## config.mk

```make
export PLATFORM = sky130hd
export DESIGN_NAME = noc_output_port_vc
export DESIGN_NICKNAME = d
export VERILOG_FILES = /design/src/rtl/noc_output_port_vc.sv
export SDC_FILE = /design/constraint.sdc
export NUM_CORES = 1
export LEC_CHECK = 0
export CORE_MARGIN = 2
export CORE_UTILIZATION = 51
export DETAILED_ROUTE_END_ITERATION = 10
export PLACE_DENSITY = 0.65
export SLEW_MARGIN = 20
export SYNTH_ARGS = -nofsm -noshare
export SYNTH_HDL_FRONTEND = slang
export SYNTH_SLANG_ARGS = --single-unit
```

## constraint.sdc

```tcl
create_clock -name clk -period 3.85 [get_ports clk]
set_input_delay 0.77 -clock clk [delete_from_list [all_inputs] [get_ports clk]]
set_output_delay 0.77 -clock clk [all_outputs]
set_load 0.005 [all_outputs]
```

## src/rtl/noc_output_port_vc.sv

```systemverilog
`default_nettype none
// ============================================================================
//  Module      : noc_output_port_vc
//  Description : Router output port with NUM_VC virtual channels. Each VC has
//                a flit FIFO and a credit counter that tracks free slots in
//                the downstream input buffer. A round-robin arbiter grants one
//                eligible VC per cycle and launches a registered flit.
//  Revision    : 1.0 - initial release
// ============================================================================
module noc_output_port_vc #(
    parameter int DATA_W  = 16,
    parameter int DEPTH   = 5,
    parameter int NUM_VC  = 2,
    parameter int CREDITS = 5,
    parameter int VC_W    = (NUM_VC > 1) ? $clog2(NUM_VC) : 1,
    parameter int CNT_W   = $clog2(CREDITS + 1)
) (
    input  logic              clk,
    input  logic              rst,
    input  logic [DATA_W-1:0] data_i,
    input  logic [VC_W-1:0]   vc_i,
    input  logic              port_en,
    output logic [NUM_VC-1:0] full_o,
    input  logic [NUM_VC-1:0] inc_credit_i,
    output logic [DATA_W-1:0] data_o,
    output logic [VC_W-1:0]   vc_o,
    output logic              send_data,
    output logic              err_o
);

    localparam int PTR_W = (DEPTH > 1) ? $clog2(DEPTH) : 1;
    localparam int OCC_W = $clog2(DEPTH + 1);

    // Per-VC status gathered from the generate loop
    logic [NUM_VC-1:0]             w_elig;
    logic [NUM_VC-1:0]             w_cred_ovf;
    logic [NUM_VC-1:0][DATA_W-1:0] w_head;
    logic [NUM_VC-1:0][CNT_W-1:0]  w_credit;

    // Arbitration results
    logic              w_grant_valid;
    logic [VC_W-1:0]   w_grant_vc;
    logic [VC_W:0]     w_sum;
    logic [VC_W-1:0]   w_ptr_next;

    // Push-side decode
    logic              w_vc_ok;
    logic              w_full_sel;
    logic              w_drop;

    // Registered state
    logic [VC_W-1:0]   r_rr_ptr;
    logic [DATA_W-1:0] r_data_o;
    logic [VC_W-1:0]   r_vc_o;
    logic              r_send;
    logic              r_err;

    // A vc_i beyond NUM_VC (only possible when NUM_VC is not a power of two)
    // is treated like a push into a full VC: the flit is dropped and flagged.
    assign w_vc_ok    = ({1'b0, vc_i} < (VC_W+1)'(NUM_VC));
    assign w_full_sel = w_vc_ok ? full_o[vc_i] : 1'b1;
    assign w_drop     = port_en && w_full_sel;

    // ------------------------------------------------------------------------
    // Per-VC flit FIFO and credit counter
    // ------------------------------------------------------------------------
    for (genvar v = 0; v < NUM_VC; v++) begin : g_vc
        logic [DATA_W-1:0] r_mem [DEPTH];
        logic [PTR_W-1:0]  r_wptr;
        logic [PTR_W-1:0]  r_rptr;
        logic [OCC_W-1:0]  r_occ;
        logic [CNT_W-1:0]  r_credit;
        logic              w_push;
        logic              w_pop;
        logic              w_inc;

        // full_o is occupancy before the edge, so a same-cycle pop never
        // opens room for a push into a full VC.
        assign full_o[v]     = (r_occ == OCC_W'(DEPTH));
        assign w_push        = port_en && (vc_i == VC_W'(v)) && !full_o[v];
        assign w_pop         = w_grant_valid && (w_grant_vc == VC_W'(v));
        assign w_inc         = inc_credit_i[v];
        assign w_elig[v]     = (r_occ != '0) && (r_credit != '0);
        assign w_head[v]     = r_mem[r_rptr];
        assign w_credit[v]   = r_credit;
        // A lone credit return while already at CREDITS is an overflow;
        // return plus consume in the same cycle cancels out and is legal.
        assign w_cred_ovf[v] = w_inc && !w_pop && (r_credit == CNT_W'(CREDITS));

        // Flit storage write; contents need no reset since occupancy gates reads
        always_ff @(posedge clk) begin
            if (w_push) begin
                r_mem[r_wptr] <= data_i;
            end
        end

        // Read/write pointers and occupancy, wrapping modulo DEPTH
        always_ff @(posedge clk) begin
            if (rst) begin
                r_wptr <= '0;
                r_rptr <= '0;
                r_occ  <= '0;
            end else begin
                if (w_push) begin
                    r_wptr <= (r_wptr == PTR_W'(DEPTH - 1)) ? '0 : r_wptr + 1'b1;
                end
                if (w_pop) begin
                    r_rptr <= (r_rptr == PTR_W'(DEPTH - 1)) ? '0 : r_rptr + 1'b1;
                end
                case ({w_push, w_pop})
                    2'b10:   r_occ <= r_occ + 1'b1;
                    2'b01:   r_occ <= r_occ - 1'b1;
                    default: r_occ <= r_occ;
                endcase
            end
        end

        // Credit counter: returns add, grants consume, saturating at CREDITS
        always_ff @(posedge clk) begin
            if (rst) begin
                r_credit <= CNT_W'(CREDITS);
            end else begin
                case ({w_inc, w_pop})
                    2'b10: begin
                        if (r_credit != CNT_W'(CREDITS)) begin
                            r_credit <= r_credit + 1'b1;
                        end
                    end
                    2'b01:   r_credit <= r_credit - 1'b1;
                    default: r_credit <= r_credit;
                endcase
            end
        end

`ifndef SYNTHESIS
        // Counter and occupancy range invariants
        always_ff @(posedge clk) begin
            if (!rst) begin
                assert (r_credit <= CNT_W'(CREDITS));
                assert (r_occ <= OCC_W'(DEPTH));
            end
        end
`endif
    end

    // ------------------------------------------------------------------------
    // Round-robin arbiter: scan from r_rr_ptr upward, wrapping modulo NUM_VC
    // ------------------------------------------------------------------------
    // First eligible VC at or after the pointer wins
    always_comb begin
        w_grant_valid = 1'b0;
        w_grant_vc    = '0;
        w_sum         = '0;
        for (int i = 0; i < NUM_VC; i++) begin
            w_sum = {1'b0, r_rr_ptr} + (VC_W+1)'(i);
            if (w_sum >= (VC_W+1)'(NUM_VC)) begin
                w_sum = w_sum - (VC_W+1)'(NUM_VC);
            end
            if (!w_grant_valid && w_elig[w_sum[VC_W-1:0]]) begin
                w_grant_valid = 1'b1;
                w_grant_vc    = w_sum[VC_W-1:0];
            end
        end
    end

    // Pointer moves one past the granted VC
    assign w_ptr_next = (w_grant_vc == VC_W'(NUM_VC - 1)) ? '0 : w_grant_vc + 1'b1;

    // Link-side output register and round-robin pointer
    always_ff @(posedge clk) begin
        if (rst) begin
            r_rr_ptr <= '0;
            r_data_o <= '0;
            r_vc_o   <= '0;
            r_send   <= 1'b0;
        end else if (w_grant_valid) begin
            r_rr_ptr <= w_ptr_next;
            r_data_o <= w_head[w_grant_vc];
            r_vc_o   <= w_grant_vc;
            r_send   <= 1'b1;
        end else begin
            r_send   <= 1'b0;
        end
    end

    // Sticky error: dropped push or credit overflow, cleared only by reset
    always_ff @(posedge clk) begin
        if (rst) begin
            r_err <= 1'b0;
        end else if (w_drop || (|w_cred_ovf)) begin
            r_err <= 1'b1;
        end
    end

`ifndef SYNTHESIS
    // A grant must never be issued against an empty credit counter
    always_ff @(posedge clk) begin
        if (!rst && w_grant_valid) begin
            assert (w_credit[w_grant_vc] != '0);
        end
    end
`endif

    assign data_o    = r_data_o;
    assign vc_o      = r_vc_o;
    assign send_data = r_send;
    assign err_o     = r_err;

endmodule
`default_nettype wire

```

==> flow_summary.yaml, run 1 <==
routing:
  dr.max_layer_used: "met4"
  num_vias: 4459
  via_per_inst: 5.63
  dr_wl_met3_um: 974
  wl_met2_um: 7900
  drt_wl_total_um: 16600
  drc_errors: 0
  drt-met1-wl_um: 7360
  ant_nets: 0
  post_drt_wl_per_cell_um: 20.9
  drt_pass1_iterations: 4
  drtIter0Drc: 256
critical_path:
  critPathKind: "register to register"
  crit_arrival_ps: 3130
  path_cells: "nor3_1, nor2_1, o21ai_4, inv_2, ha_1, inv_1, fa_1, xor2_1, or3_1, a21oi_1"
  crit_fanout: 9
  slowest_delay_ps: 430
  worstPathRequired_ps: 4280
  worstSetupEndpointType: "register"
  slowest_stage: "nor2_1"
  start_kind: "register"
synth:
  syn-num-nets: 536
  yosys_warnings: 0
  avgSynthCellArea_um2: 16.6
  yosysSeqAreaShare_pct: 69.8
  synth-edff-count: 160
  synth_top_area_share_pct: 57.7
  yosysUniqueCellTypes: 47
  synth_top_family_by_area: "multiplexers"
  syn_inst: 500
  ys_ff_latch: 210
  synthAdderAreaFrac_pct: 2.47
  synth_area_um2: 8320
  synth-compound-area-share_pct: 5.01
  yosys.area.top_type: "edfxtp_1"
  ys.flop_type: "edfxtp_1"
  synthMuxAreaShare_pct: 13.8
  async_flop_share_pct: 0
  synth-xor-area-share_pct: 0.421
  synth_simple_gate_area_share_pct: 5.77
  synthTopCellsByArea: "edfxtp_1 (58%), dfxtp_1 (12%), mux4_2 (5.7%)"
cells_and_area:
  drive_above_1_share_pct: 17.9
  fin_nets: 596
  n_antenna_cell: 0
  area_growth_pct: 18.4
  fillers: 1184
  final_cell_area_um2: 9860
  register_area_um2: 5810
  multi_input_comb_area_um2: 2350
place:
  dp_hpwl_um: 9830
  port_buffers: 42
  place_area_um2: 9060
  finalWeightedCongestion: 0.756
cts:
  post_cts_buffers: 0
  clkTransAtPathRegs_ps: 60
  clk-insertion-delay-late_ps: 510
  clk_path_buf_depth: 3
  postCtsHoldBufs: 0
  cts_resized: 0
  cts_root_buf: "clkbuf_16"
  ctsHtreeMaxLevel: 1
  cts_tree: "built"
  numClockSinks: 210
  cts_made_buffers: 22
sta:
  rsz0062_at_grt: "false"
  setup_violations: 0
  fmaxAchievable_ghz: 0.370
  fin_crit_sh_pct: 70.2
  holdWs_ps: 458
  hold_violations: 0
  skew_ps: 16.7
  worst_pin_slew_ps: 1050
  tns_ps: 0
  fin_crit_ps: 2700
  slew_headroom_pct: 30.0
  report.final.slew_viol_count: 0
global_route:
  first_global_vias: 4510
  grt_usage_pct: 19.5
  antenna_found_initial: 0
  globalRouteOverflowTotal: 0
  grt_max_degree: 37
  grt_pass1_wl_um: 25900
floorplan:
  num_rows: 46
  initial_core_util_pct: 52.2
  die_x_um: 132
  ios: 43
  coreArea_um2: 15900
  die_h_um: 132
  dieArea_um2: 17400
power:
  ir_worst_vdd_mv: 0.376
  p_leak_uw: 0.00329
  power.density_nw_per_um2: 653
hold_path:
  hp-class: "register to register"
run:
  max_cap_viol_count: 0
status:
  status: "finished, final reports clean"
## registers in the layout, summed over array words and instances, names as in the netlist, named ones only
signal,count
r_rr_ptr,1
g_vc.r_occ,6
g_vc.r_credit,6
g_vc.r_wptr,6
send_data,1
g_vc.r_rptr,6
g_vc.r_mem,160
err_o,1
vc_o,1
data_o,16
## power by group
group	internal [µW]	switching, µW
Sequential	2620	171
Clock	1430	842
Combinational	676	705
## cell usage after synthesis, types with 7 or more instances
cell type,n
edfxtp_1,160
dfxtp_1,50
mux2i_1,29
nor2_1,29
nor3_1,25
inv_1,22
mux4_2,21
a21oi_1,18
a221o_1,14
mux2_2,13
ha_1,10
nand2_1,10
mux4_1,9
nor4_1,8
o21ai_0,7
## through the flow
stage                     setup slack [ps]  utilization, %  total power (µW)  std cells
final                                 1150            61.8              6440        792
after global routing                   958            61.8              6730        792
after CTS                             1120            61.8              6490        792
after detailed placement               692            56.8              4220        752
after global placement                 773            56.8              4170        752
after floorplan                        514               -              3740        500
## final cells by class
| class | instances | share of cell area [%] |
|---|---|---|
| inverter | 24 | 0.914 |
| sequential | 210 | 58.9 |
| tap | 216 | 2.74 |
| timing repair buffer | 59 | 5.51 |
| clock inverter | 9 | 1.65 |
| multi-input combinational | 243 | 23.8 |
| clock buffer | 31 | 6.45 |
## layer usage
| layer | track usage (%) | vias to the layer above |
|---|---|---|
| li1 | - | 2085 |
| met1 | 27.2 | 2219 |
| met2 | 32.3 | 125 |
| met3 | 2.88 | 30 |
| met4 | 5.98 | 0 |
| met5 | 0 | - |
## cells in the final DEF, fill, tap and decap left out, types with 4 or more instances in the layout
master and n:
or3_1 4, inv_1 22, nor4_2 8, a21oi_1 18
nor3_1 24, nand2_1 10, clkbuf_1 5, edfxtp_1 160
o21ai_0 7, nand3_1 5, ha_1 10, bufinv_16 4
mux4_1 9, mux2i_1 29, clkbuf_16 23, a221o_1 14
buf_4 17, nand3b_1 4, clkdlybuf4s50_1 41, fa_1 4
mux4_2 21, nor2_1 29, mux2_2 13, dfxtp_1 50
## worst max-delay path: cells and delay by family, from the launching register on
family	cells	cell delay [ps]
buffers and inverters	2	270
DFF	1	400
adders and majority gates	2	590
and+or+nand+nor	3	860
xor gates and xnor gates	1	180
AOI/OAI and AO/OA	2	320
## path summary, 6_finish.rpt
kind                                          to  slack, ps              from  cells past startpoint
worst min-delay path                        vc_o        460              vc_o                      2
worst max-delay path            g_vc[0].r_occ[2]       1150  g_vc[0].r_occ[0]                     10
worst min register to register              vc_o        460              vc_o                      2
worst max register to register  g_vc[0].r_occ[2]       1150  g_vc[0].r_occ[0]                     10
## cell families after synthesis
logic type,after synthesis
fa+ha+maj,14
mux,72
compound gates,57
xor+xnor,4
buf+inv,47
simple gates,96
flops,210
No activity file was read; power rests on OpenSTA's default activity.
==> run 2: changes to the inputs <==
Settings changed: PLACE_DENSITY 0.65 to 0.68.
Clock period 3.85 ns to 2.2 ns, I/O delays scaled along.
==> run 2 against run 1 <==
Cell area grew 5.4%. Clock-buffer cell count shrank 2. Hold slack lost 57 ps. Global-route usage grew 1.3 points. Fmax grew 26%. Largest power group unchanged.
==> flow_summary.yaml, run 2 (synthesized netlist as in run 1, its figures left out) <==
cells_and_area:
  regMostFlops: "g_vc.r_mem"
  layout_commonest_cell: "edfxtp_1"
  n_antenna_cell: 0
  final_cell_area_um2: 10400
  area_growth_pct: 24.9
  drive_above_1_share_pct: 27.9
  fin_nets: 642
  register_area_um2: 5810
  fillers: 1108
  final_cell_mix: "edfxtp_1 (160), buf_4 (57), dfxtp_1 (44)"
  largest_reg_flops: 160
  multi_input_comb_area_um2: 2460
cts:
  clk-insertion-delay-late_ps: 510
  numClockSinks: 210
  clkTransAtPathRegs_ps: 60
  cts_root_buf: "clkbuf_16"
  cts_tree: "built"
  cts_made_buffers: 23
  clk_path_buf_depth: 3
  ctsHtreeMaxLevel: 1
power:
  p_leak_uw: 0.00358
  swShare_pct: 27.2
  power.density_nw_per_um2: 1150
  clkPwrFrac_pct: 34.2
  ir_worst_vdd_mv: 0.864
  power_frac_comb_pct: 25.5
  p_sw_uw: 3250
  p_total_uw: 11900
  p_seq_share_pct: 40.3
  power_report.internal_total_uw: 8670
floorplan:
  die_h_um: 132
  coreArea_um2: 15900
  ios: 43
  num_rows: 46
  initial_core_util_pct: 52.2
  dieArea_um2: 17400
  die_x_um: 132
routing:
  via_per_inst: 5.63
  drt_pass1_iterations: 5
  ant_nets: 0
  post_drt_wl_per_cell_um: 21.0
  drc_errors: 0
  drtIter0Drc: 421
  num_vias: 4722
  drt_wl_total_um: 17600
sta:
  holdWs_ps: 402
  tns_ps: 0
  slew_headroom_pct: 64.8
  fin_crit_ps: 2140
  worst_pin_slew_ps: 527
  report.final.slew_viol_count: 0
  setup_violations: 0
  hold_violations: 0
  fin_crit_sh_pct: 97.3
  setup_slack_ps: 59.3
  fmaxAchievable_ghz: 0.467
  skew_ps: 16.6
place:
  port_buffers: 42
  place_area_um2: 9470
  dp_hpwl_um: 10900
  finalWeightedCongestion: 0.812
  dp_slack_ps: -201
critical_path:
  slowest_stage: "fa_1"
  worstPathRequired_ps: 2630
  slowest_delay_ps: 380
  start_kind: "register"
  path_cells: "nor3_2, or2_4, o21ai_2, inv_2, ha_1, fa_1, xnor2_1, or3_1, a21oi_1"
  crit_arrival_ps: 2580
  critPathKind: "register to register"
  worstSetupEndpointType: "register"
  rr_worst_depth: 9
  crit_fanout: 4
global_route:
  antenna_found_initial: 0
  grt_usage_pct: 20.8
  first_global_vias: 4925
  grt_pass1_wl_um: 27400
  globalRouteOverflowTotal: 0
  grt_max_degree: 21
status:
  status: "finished, final reports clean"
hold_path:
  holdPathStages: 2
  hp-class: "primary input to register"
run:
  max_cap_viol_count: 0
-- run 2: cell count changes in the layout (fill, tap and decap cells not counted), moves of 3 or more --
cell      previous run  this run
buf_12               0         5
buf_4               17        57
clkbuf_1             5         2
dfxtp_1             50        44
dfxtp_2              0         6
nor3_1              24        19
nor3_2               1         4
-- run 2: area by class of cell --
| class | count | area share (%) |
|---|---|---|
| multi-input combinational | 243 | 23.6 |
| inverter | 24 | 0.867 |
| timing repair buffer | 104 | 9.10 |
| sequential | 210 | 55.9 |
| tap | 216 | 2.60 |
| clock buffer | 29 | 6.14 |
| clock inverter | 13 | 1.73 |
-- run 2: power groups by stage --
stage	Clock [µW]	Combinational (µW)	Sequential [µW]
finish	4070	3040	4810
global route	4310	3340	4850
CTS	4140	2950	4780
detailed placement	0	2910	4850
global placement	0	2830	4840
floorplan	0	1740	4820
-- run 2: worst max-delay path, delay by kind of cell (launching register included) --
kind,cells,cell delay (ps)
xor gates and xnor gates,1,150
and+or+nand+nor,3,640
DFF,1,350
buffers and inverters,1,60
AOI/OAI and AO/OA,2,280
adders and majority gates,2,580
-- run 2: worst paths after layout --
path                            start               end  slack (ps)
hold / removal                    rst          register         400
setup reg to reg  g_vc[0].r_credit[1]  g_vc[1].r_occ[2]          60
setup / recovery  g_vc[0].r_credit[1]  g_vc[1].r_occ[2]          60
hold reg to reg                  vc_o              vc_o         470
-- run 2: stage by stage --
stage               cells  util, %
floorplan             500        -
global placement      796     59.4
detailed placement    796     59.4
CTS                   838     64.6
global route          839     65.2
finish                839     65.2
-- run 2: what timing repair did --
item,4_1_cts,5_1_grt
gates resized for setup,3,23
pin swaps,0,7
hold buffers,0,0
setup buffers,0,1
setup endpoints to repair,2,6
-- run 2: metal layers --
metal | vias up | share of wire, % | global-route usage [%]
li1 | 2185 | - | -
met1 | 2388 | 40 | 27.1
met2 | 126 | 52 | 36.4
met3 | 23 | 6.1 | 3.58
met4 | 0 | 1.7 | 5.98
met5 | - | 0 | 0
==> run 3: changes to the inputs <==
Settings changed: CORE_ASPECT_RATIO from default to 1.25.
==> run 3 against run 2 <==
Fmax is essentially flat. Cell area fell by 1.3%. Power decreased by 5.2%. Sequential share of layout area is 0.75 points higher. Sequential power barely moved. Critical endpoint is now g_vc[0].r_occ[2].
==> flow_summary.yaml, run 3 (synthesized netlist as in run 1, its figures left out) <==
cts:
  clkTransAtPathRegs_ps: 60
  clk_path_buf_depth: 3
  cts_made_buffers: 21
  clk-insertion-delay-late_ps: 500
  cts_tree: "built"
  numClockSinks: 210
  postCtsHoldBufs: 0
  cts_root_buf: "clkbuf_16"
  ctsHtreeMaxLevel: 1
routing:
  ant_nets: 0
  drt_pass1_iterations: 4
  via_per_inst: 5.68
  post_drt_wl_per_cell_um: 20.7
  drc_errors: 0
  num_vias: 4697
  drt_wl_total_um: 17100
  drtIter0Drc: 234
cells_and_area:
  fin_nets: 632
  largest_reg_flops: 160
  regMostFlops: "g_vc.r_mem"
  fin_util_pct: 63.9
  fillers: 1173
  layout_commonest_cell: "edfxtp_1"
  n_antenna_cell: 0
  drive_above_1_share_pct: 26.2
  area_growth_pct: 23.3
  final_cell_mix: "edfxtp_1 (160), dfxtp_1 (42), buf_4 (42)"
critical_path:
  rr_worst_depth: 10
  path_depth: 10
  r2r-end: "g_vc[0].r_occ[2]"
  critPathKind: "register to register"
  path_cells: "nor3_2, or2_1, o21ai_4, inv_2, ha_2, inv_1, fa_2, xor2_1, or3_1, a21oi_2"
  worstPathRequired_ps: 2620
  crit_fanout: 2
  critical_path.top_delay_family: "simple AND/OR/NAND/NOR gates"
  worstSetupEndpointType: "register"
  slowest_delay_ps: 330
  r2r_start: "g_vc[1].r_occ[1]"
  start_kind: "register"
  slowest_stage: "fa_2"
  crit_buf_inv: 2
  crit_arrival_ps: 2560
  r2r_setup_slack_ps: 60
sta:
  hold_violations: 0
  rsz0062_at_grt: "true"
  setup_violations: 0
  skew_ps: 12.2
  report.final.slew_viol_count: 0
  worst_pin_slew_ps: 546
  fin_crit_ps: 2140
  slew_headroom_pct: 63.5
  fin_crit_sh_pct: 97.2
  fmaxAchievable_ghz: 0.467
  holdWs_ps: 409
  setup_slack_ps: 60.8
global_route:
  antenna_found_initial: 0
  globalRouteOverflowTotal: 0
  first_global_vias: 4970
  grt_usage_pct: 20.2
  grt_pass1_wl_um: 26700
  gr-usage-met3_pct: 3.30
  use_met1_pct: 25.7
  use_met2_pct: 34.9
  grt.busiest_layer: "met2"
  grt_max_degree: 26
status:
  status: "finished, final reports clean"
power:
  power_report.internal_total_uw: 8180
  clkPwrFrac_pct: 31.1
  power.density_nw_per_um2: 1100
  p_seq_share_pct: 42.5
  ir_worst_vdd_mv: 0.761
  power_frac_comb_pct: 26.4
  p_sw_uw: 3120
  p_leak_uw: 0.00349
  swShare_pct: 27.7
hold_path:
  worstHoldStart: "rst"
  holdPathStages: 2
  min_to: "g_vc[0].r_rptr[0]"
  hp-class: "primary input to register"
floorplan:
  initial_core_util_pct: 51.8
  dieArea_um2: 17400
  coreArea_um2: 16100
  ios: 43
  die_h_um: 147
  die_x_um: 118
  num_rows: 52
place:
  port_buffers: 42
  dp_hpwl_um: 10400
  dp_slack_ps: -246
  finalWeightedCongestion: 0.765
run:
  max_cap_viol_count: 0
==> run 3: cell types whose count changed in the layout (fill, tap and decap cells not counted), sizes merged <==
cell	previous run	this run
clkbuf	29	28
clkinv	5	6
inv	26	25
dlymetal6s2s	1	2
buf	63	55
clkinvlp	2	1
bufinv	4	2
clkdlybuf4s50	40	39
==> run 3: worst register-to-register path, cell delays in order, from the launching register on <==
cell and delay (ps):
dfxtp_1 320, nor3_2 240, or2_1 210, o21ai_4 70
inv_2 70, ha_2 170, inv_1 50, fa_2 330
xor2_1 170, or3_1 320, a21oi_2 110
==> run 3: worst max path at each step <==
stage / from / endpoint
floorplan: g_vc[1].r_occ[1] / g_vc[1].r_mem[0][0]
global placement: vc_i / g_vc[0].r_occ[2]
detailed placement: port_en / g_vc[1].r_occ[2]
CTS: g_vc[1].r_credit[0] / g_vc[0].r_occ[2]
global route: g_vc[1].r_occ[1] / g_vc[0].r_occ[2]
finish: g_vc[1].r_occ[1] / g_vc[0].r_occ[2]
==> run 3: repair_timing <==
item	in CTS	in global routing
buffers inserted	4	1
pin swaps	4	4
gates resized for setup	15	9
setup endpoints to repair	4	6
==> run 3: cell type report <==
class / instances / area (µm²) / share of cell area [%]
well taps: 216 / 270 / 2.63
multi-input cells: 243 / 2430 / 23.7
flip-flops and latches: 210 / 5820 / 56.7
clock inverters: 10 / 109 / 1.06
inverters: 24 / 90.1 / 0.878
clock buffers: 28 / 572 / 5.57
repair buffers: 96 / 976 / 9.51
==> run 3: metal layers <==
| layer | up-vias | wire length, µm | part of all wire, % |
|---|---|---|---|
| li1 | 2156 | - | - |
| met1 | 2426 | 7090 | 41 |
| met2 | 93 | 9030 | 53 |
| met3 | 22 | 672 | 3.9 |
| met4 | 0 | 359 | 2.1 |
| met5 | - | 0 | 0 |
==> run 3: power by group through the flow <==
stage	clock, µW	sequential (µW)	combinational, µW
after floorplan	0	4820	1740
after global placement	0	4850	2780
after detailed placement	0	4860	2900
after CTS	3590	4790	3000
after global routing	3740	4830	3240
final	3510	4800	2990
==> run 3: through the flow <==
stage               instance area (µm²)  TNS (ps)  cells  power [µW]
finish                            10300         0    827       11300
global route                      10300     -36.7    827       11800
CTS                               10200         0    826       11400
detailed placement                 9470      -577    784        7760
global placement                   9470      -250    784        7630
floorplan                          8340    -80800    500        6560
